$ cat src/rtl/alu_result_accum.sv
// Sums COUNT consecutive ALU results into one total with a sticky carry flag
// and hands it downstream over a valid/ready handshake.
module alu_result_accum #(
  parameter int DATA_W = 32,
  parameter int COUNT  = 4,
  parameter int CNT_W  = 8
) (
  input  logic              clock,
  input  logic              reset,
  input  logic [DATA_W-1:0] io_i_W,
  input  logic              io_i_valid,
  output logic              io_o_ready,
  input  logic              io_i_clear,
  output logic [DATA_W-1:0] io_o_sum,
  output logic              io_o_ovf,
  output logic              io_o_valid,
  input  logic              io_i_ready
);

  typedef enum logic {
    ACCUM = 1'b0,
    HOLD  = 1'b1
  } state_e;

  localparam logic [CNT_W-1:0] LAST_CNT = CNT_W'(COUNT - 1);

  state_e            state_q;
  logic [DATA_W-1:0] acc_q;
  logic [CNT_W-1:0]  cnt_q;
  logic              ovf_q;
  logic [DATA_W-1:0] sum_q;
  logic              sum_ovf_q;
  logic              valid_q;

  logic [DATA_W:0]   add_res;
  logic [DATA_W-1:0] acc_d;
  logic              ovf_d;
  logic              in_acc;
  logic              out_acc;
  logic              last_in;

  function automatic logic [DATA_W:0] add_carry(input logic [DATA_W-1:0] a,
                                                 input logic [DATA_W-1:0] b);
    return {1'b0, a} + {1'b0, b};
  endfunction

  always_comb begin
    add_res = add_carry(acc_q, io_i_W);
    acc_d   = add_res[DATA_W-1:0];
    ovf_d   = ovf_q | add_res[DATA_W];
  end

  // Ready is gated by reset and clear so nothing is taken while either is active.
  assign io_o_ready = reset & ~io_i_clear & (state_q == ACCUM);
  assign in_acc     = io_i_valid & io_o_ready;
  assign out_acc    = valid_q & io_i_ready;
  assign last_in    = (cnt_q == LAST_CNT);

  always_ff @(posedge clock or negedge reset) begin
    if (!reset) begin
      state_q   <= ACCUM;
      acc_q     <= '0;
      cnt_q     <= '0;
      ovf_q     <= 1'b0;
      sum_q     <= '0;
      sum_ovf_q <= 1'b0;
      valid_q   <= 1'b0;
    end else if (io_i_clear) begin
      state_q <= ACCUM;
      acc_q   <= '0;
      cnt_q   <= '0;
      ovf_q   <= 1'b0;
      valid_q <= 1'b0;
    end else begin
      case (state_q)
        ACCUM: begin
          if (in_acc) begin
            acc_q <= acc_d;
            ovf_q <= ovf_d;
            cnt_q <= cnt_q + 1'b1;
            if (last_in) begin
              sum_q     <= acc_d;
              sum_ovf_q <= ovf_d;
              valid_q   <= 1'b1;
              state_q   <= HOLD;
            end
          end
        end
        HOLD: begin
          if (out_acc) begin
            acc_q   <= '0;
            cnt_q   <= '0;
            ovf_q   <= 1'b0;
            valid_q <= 1'b0;
            state_q <= ACCUM;
          end
        end
        default: begin
          state_q <= ACCUM;
          valid_q <= 1'b0;
        end
      endcase
    end
  end

  assign io_o_sum   = sum_q;
  assign io_o_ovf   = sum_ovf_q;
  assign io_o_valid = valid_q;

endmodule
$ cat config.mk
export PLATFORM = sky130hd
export DESIGN_NAME = alu_result_accum
export DESIGN_NICKNAME = d
export VERILOG_FILES = /design/src/rtl/alu_result_accum.sv
export SDC_FILE = /design/constraint.sdc
export NUM_CORES = 1
export LEC_CHECK = 0
export ABC_AREA = 0
export CORE_MARGIN = 2
export CORE_UTILIZATION = 35
export DETAILED_ROUTE_END_ITERATION = 10
export GPL_TIMING_DRIVEN = 1
export PLACE_DENSITY = 0.68
export SYNTH_ARGS = -nofsm -noshare
export SYNTH_HDL_FRONTEND = slang
export SYNTH_SLANG_ARGS = --single-unit
$ cat constraint.sdc
create_clock -name clock -period 2.65 [get_ports clock]
set_input_delay 0.3975 -clock clock [delete_from_list [all_inputs] [get_ports clock]]
set_output_delay 0.3975 -clock clock [all_outputs]
set_load 0.02 [all_outputs]
Word level (Yosys, flattened, before mapping)
Index checks and enable logic that the tools add are counted.
{ "word_totals": {"in_bits": 37, "register_bits": 76, "word_cells": 44} }
{ "classes": {"eq_ne": 4, "add_sub_neg": 2, "reduce_logical": 3, "muxes": 21, "bitwise_logic": 7} }
{ "ops": {"columns": ["cell", "count"], "rows": [
  ["32-bit 2-to-1 mux", 3],
  ["32-bit case mux with 2 select lines", 1],
  ["32-bit by 32-bit adder with 33-bit output", 1],
  ["8-bit 2-to-1 mux", 3],
  ["8-bit case mux with 2 select lines", 1],
  ["1-bit 2-to-1 mux", 10],
  ["8-bit by 1-bit adder with 8-bit output, second input constant", 1],
  ["8-bit by 2-bit == test with 1-bit output, second input constant", 1],
  ["3-bit != test, second input constant", 2],
  ["1-bit case mux with 2 select lines", 3],
  ["1-bit AND", 4],
  ["4-bit AND reduction", 1],
  ["3-bit by 2-bit != test with 1-bit output, second input constant", 1],
  ["3-bit AND reduction", 1],
  ["1-bit NOT", 2],
  ["2-bit AND reduction", 1],
  ["1-bit OR", 1]
]} }

Logic depth before layout (Yosys ltp)
{ "logic_depth": {"ltp_word": 7, "depth_mapped": 10, "ltp_nobuf": 10} }

Least setup slack after synthesis
OpenSTA, ideal clock, no wires.
{ "synth_timing": {"path_kind": "input -> register", "startpoint": "input port io_i_W[0]", "endpoint": "register sum_q[18], in the netlist io_o_sum[18]", "path_buffers": 0, "arrival_ns": 2.396, "stages": 10, "setup_ns": 0.125, "setup_slack_ns": 0.129, "required_ns": 2.525, "cell_sequence": "ha_1 > fa_1 > nand3_1 > a21oi_2 > o21bai_2 > a21oi_2 > o41ai_4 > o21ai_2 > xor2_1 > mux2_2"} }
{ "synth_via": {"elab_chain_len": 1} }
{ "synth_lines": {"columns": ["item", "line_no", "rtl"], "rows": [
  ["start, declared", "10", "input logic [DATA_W-1:0] io_i_W,"],
  ["32-bit by 32-bit adder with 33-bit output", "44", "return {1'b0, a} + {1'b0, b};"],
  ["end signal, assigned", "65", "sum_q <= '0;"],
  ["end signal, assigned", "82", "sum_q <= acc_d;"],
  ["end, declared", "31", "logic [DATA_W-1:0] sum_q;"]
]} }
Every way passes these cells.
A chain may end at the register's enable or synchronous reset.

Worst setup path after layout
{ "layout_timing": {"startpoint": "input port io_i_W[18]", "endpoint": "register sum_q[30], in the netlist io_o_sum[30]"} }
The elaborated chain is that of the path after synthesis.

==> flow_metrics.tcl <==
set metrics [dict create \
    yosysWarnings 0 \
    share_seq_of_total_power_pct 36.0 \
    stdcell_count 743 \
    multi_input_area_um2 2690 \
    synth_ff_type "dfrtp_1" \
    nets 637 \
    crit_type "input pin to flip-flop" \
    p_int_mw 2.49 \
    htreeDepth 3 \
    synthTopCellsByArea "dfrtp_1, ha_1, mux2_2" \
    power_switching_mw 1.05 \
    synth_area_um2 4550 \
    synth-edff-count 0 \
    synthAdderAreaFrac_pct 9.51 \
    worstPathArrival_ns 2.79 \
    synth_common_cells "dfrtp_1, nand2_1, ha_1" \
    synth-xor-area-share_pct 6.73 \
    hp-class "input pin to asynchronous set/reset pin" \
    fmaxAchievable_mhz 391 \
    rows 41 \
    antenna_cells 0 \
    initial_core_util_pct 35.9 \
    synthCells 435 \
    synth_compound_area_share_pct 22.5 \
    power_leakage_nw 2.99 \
    synth_nets 506 \
    post-route-drc-count 0 \
    power.clock.fraction_pct 36.4 \
    tightest_slew_ns 0.640 \
    finalWeightedCongestion 0.863 \
    drt.antenna.violating_nets 0 \
    pin_count 72 \
    dieArea_um2 13900 \
    final.fill_count 1189 \
    status "complete, no violations" \
    dpl.cell_count 725 \
    yosys.cell_count.top_type "dfrtp_1" \
    yosys.area_share.simple_pct 11.0 \
    placed_area_um2 5900 \
    regArea_um2 1900 \
    drv_cap 0 \
    drive_above_1_share_pct 27.3 \
    slowest_delay_ns 0.53 \
    drt-total-wl_um 11900 \
    drt_iter0_drc 158 \
    switching_share_pct 29.6 \
    portBuffers 71 \
    cts_root_buf "clkbuf_16" \
    finalWorstPathRequiredPeriod_ns 2.56 \
    finalHoldViolations 0 \
    coreArea_um2 12700 \
    netlist.area_leader.share_pct 41.8 \
    cts_buffers 9 \
    end_kind "flip-flop" \
    wl_per_cell_um 16.0 \
    antenna_found_initial 0 \
    startpoint_type "input pin" \
    hold_buffers 0 \
    fin_crit_sh_pct 96.6 \
    path_clk_slew_ns 0.06 \
    startpoint "io_i_W[18]" \
    crit_chain "clkdlybuf4s50_1, ha_4, o21ai_0, nor2_1, nor4_2, o21ai_2, o41ai_4, o21ai_1, xor2_1, mux2_2" \
    die_h_um 118 \
    final_cell_area_um2 6380 \
    slew-limit-headroom_pct 57.3 \
    peakVddDrop_v 0.000397 \
    synthToLayoutAreaGrowth_pct 40.1 \
    slew_violations 0 \
    max-clock-path-buffers 2 \
    grt_max_degree 50 \
    crit_path_top_delay_cell "clkdlybuf4s50_1" \
    grt_usage_pct 17.9 \
    grt_pass1_wl_um 19900 \
    skew_ns 0.00825 \
    path_max_fanout 6 \
    ys_ff_latch 76 \
    viasPerCell 5.11 \
    p_comb_share_pct 27.5 \
    syn_area_per_cell_um2 10.5 \
    p_per_area_nw_per_um2 554 \
    route.vias.total 3796 \
    cts_tree "yes" \
    hpwl_um 8680 \
    r2r_start "acc_q[0]" \
    clkLatencyLatePin_ns 0.35 \
    yosysTopAreaCell "dfrtp_1" \
    setup_viol 0 \
    yosysSeqAreaShare_pct 41.8 \
    dr.pass1.iters 4 \
    synth_top_family_by_area "compound AO/OA/AOI/OAI gates" \
    cp_data_required_time_ns 2.88 \
    grt_pass1_vias 3977 \
    cts.sinks 76 \
    yosys-mux-area-fraction_pct 5.93 \
    total_power_mw 3.54 \
    final_util_pct 50.4 \
    yosysUniqueCellTypes 55 \
    fp.dieW_um 118 \
    synth-async-reset-ratio_pct 100 \
    overflow 0 \
]
==> area by class of cell <==
class | count | share of cell area (%)
tap | 172 | 3.37
multi-input combinational | 333 | 42.1
clock buffer | 11 | 3.96
clock inverter | 5 | 0.921
timing repair buffer | 140 | 19.4
inverter | 6 | 0.353
sequential | 76 | 29.8
==> sequential cells by signal (all words and copies together) (netlist names) <==
register	cells
state_q	1
cnt_q	8
io_o_sum	32
acc_q	32
io_o_valid	1
ovf_q	1
io_o_ovf	1
==> worst paths after layout <==
kind / endpoint / slack [ns] / cells past startpoint
min in group clock: acc_q[29] / 0.48 / 2
worst min-delay path: acc_q[12] / 0.12 / 2
worst min register to register: acc_q[29] / 0.48 / 2
max in group asynchronous: io_o_sum[30] / 1.55 / 3
worst max-delay path: io_o_sum[30] / 0.09 / 10
worst max register to register: io_o_sum[18] / 0.20 / 11
==> per-layer routing <==
layer | global-route usage (%) | share of wire (%)
met1 | 22.5 | 46
met2 | 30.3 | 49
met3 | 4.51 | 3.2
met4 | 5.27 | 1.5
met5 | 0 | 0
==> power groups by stage <==
stage	clock network [mW]	registers [mW]	logic (mW)
after detailed placement	0	1.29	0.926
after floorplan	0	1.31	0.521
final	1.29	1.28	0.974
after global routing	1.37	1.28	1.07
after CTS	1.32	1.27	0.934
after global placement	0	1.29	0.909
==> timing repair <==
| action | in CTS | in global routing |
|---|---|---|
| resized for setup | 2 | 24 |
| gates cloned | 0 | 0 |
| buffers inserted | 0 | 2 |
| pin swaps | 1 | 8 |
| setup endpoints to repair | 7 | 36 |
==> worst max-delay path, delay by kind of cell <==
kind                       cells  cell delay (ns)
and+or+nand+nor                2             0.34
muxes                          1             0.26
adders and majority gates      1             0.24
AOI/OAI and AO/OA              4             0.86
xor gates and xnor gates       1             0.16
buffers and inverters          1             0.53
==> layout by cell type (no fill, tap or decap), types with 14 or more instances in the layout <==
cell type        synthesis  layout
buf_4                    1      69
xor2_1                  19      18
nor2_1                  24      23
clkdlybuf4s50_1          0      69
dfrtp_1                 76      76
a21oi_1                 27      24
ha_1                    33      27
a21o_1                  14      14
a22o_1                  25      25
mux2_2                  24      24
nand2_1                 39      39
o21ai_0                 26      23
xnor2_1                 16      16
==> kinds of logic (layout without fill, tap and decap cells) <==
group           Yosys count  count (layout)
compound gates          135             135
simple gates            105             105
flops                    76              76
xor+xnor                 35              35
fa+ha+maj                34              34
buf+inv                  26             162
mux                      24              24
==> stage by stage <==
stage	worst slack [ns]	TNS, ns	hold slack (ns)
final	0.0912	0	0.115
after global routing	-0.0331	-0.0409	0.147
after CTS	0.0440	0	0.124
after detailed placement	-0.404	-11.83	0.466
after global placement	-0.350	-10.10	0.467
after floorplan	0.129	0	0.102
(Power assumes the default switching activity.)
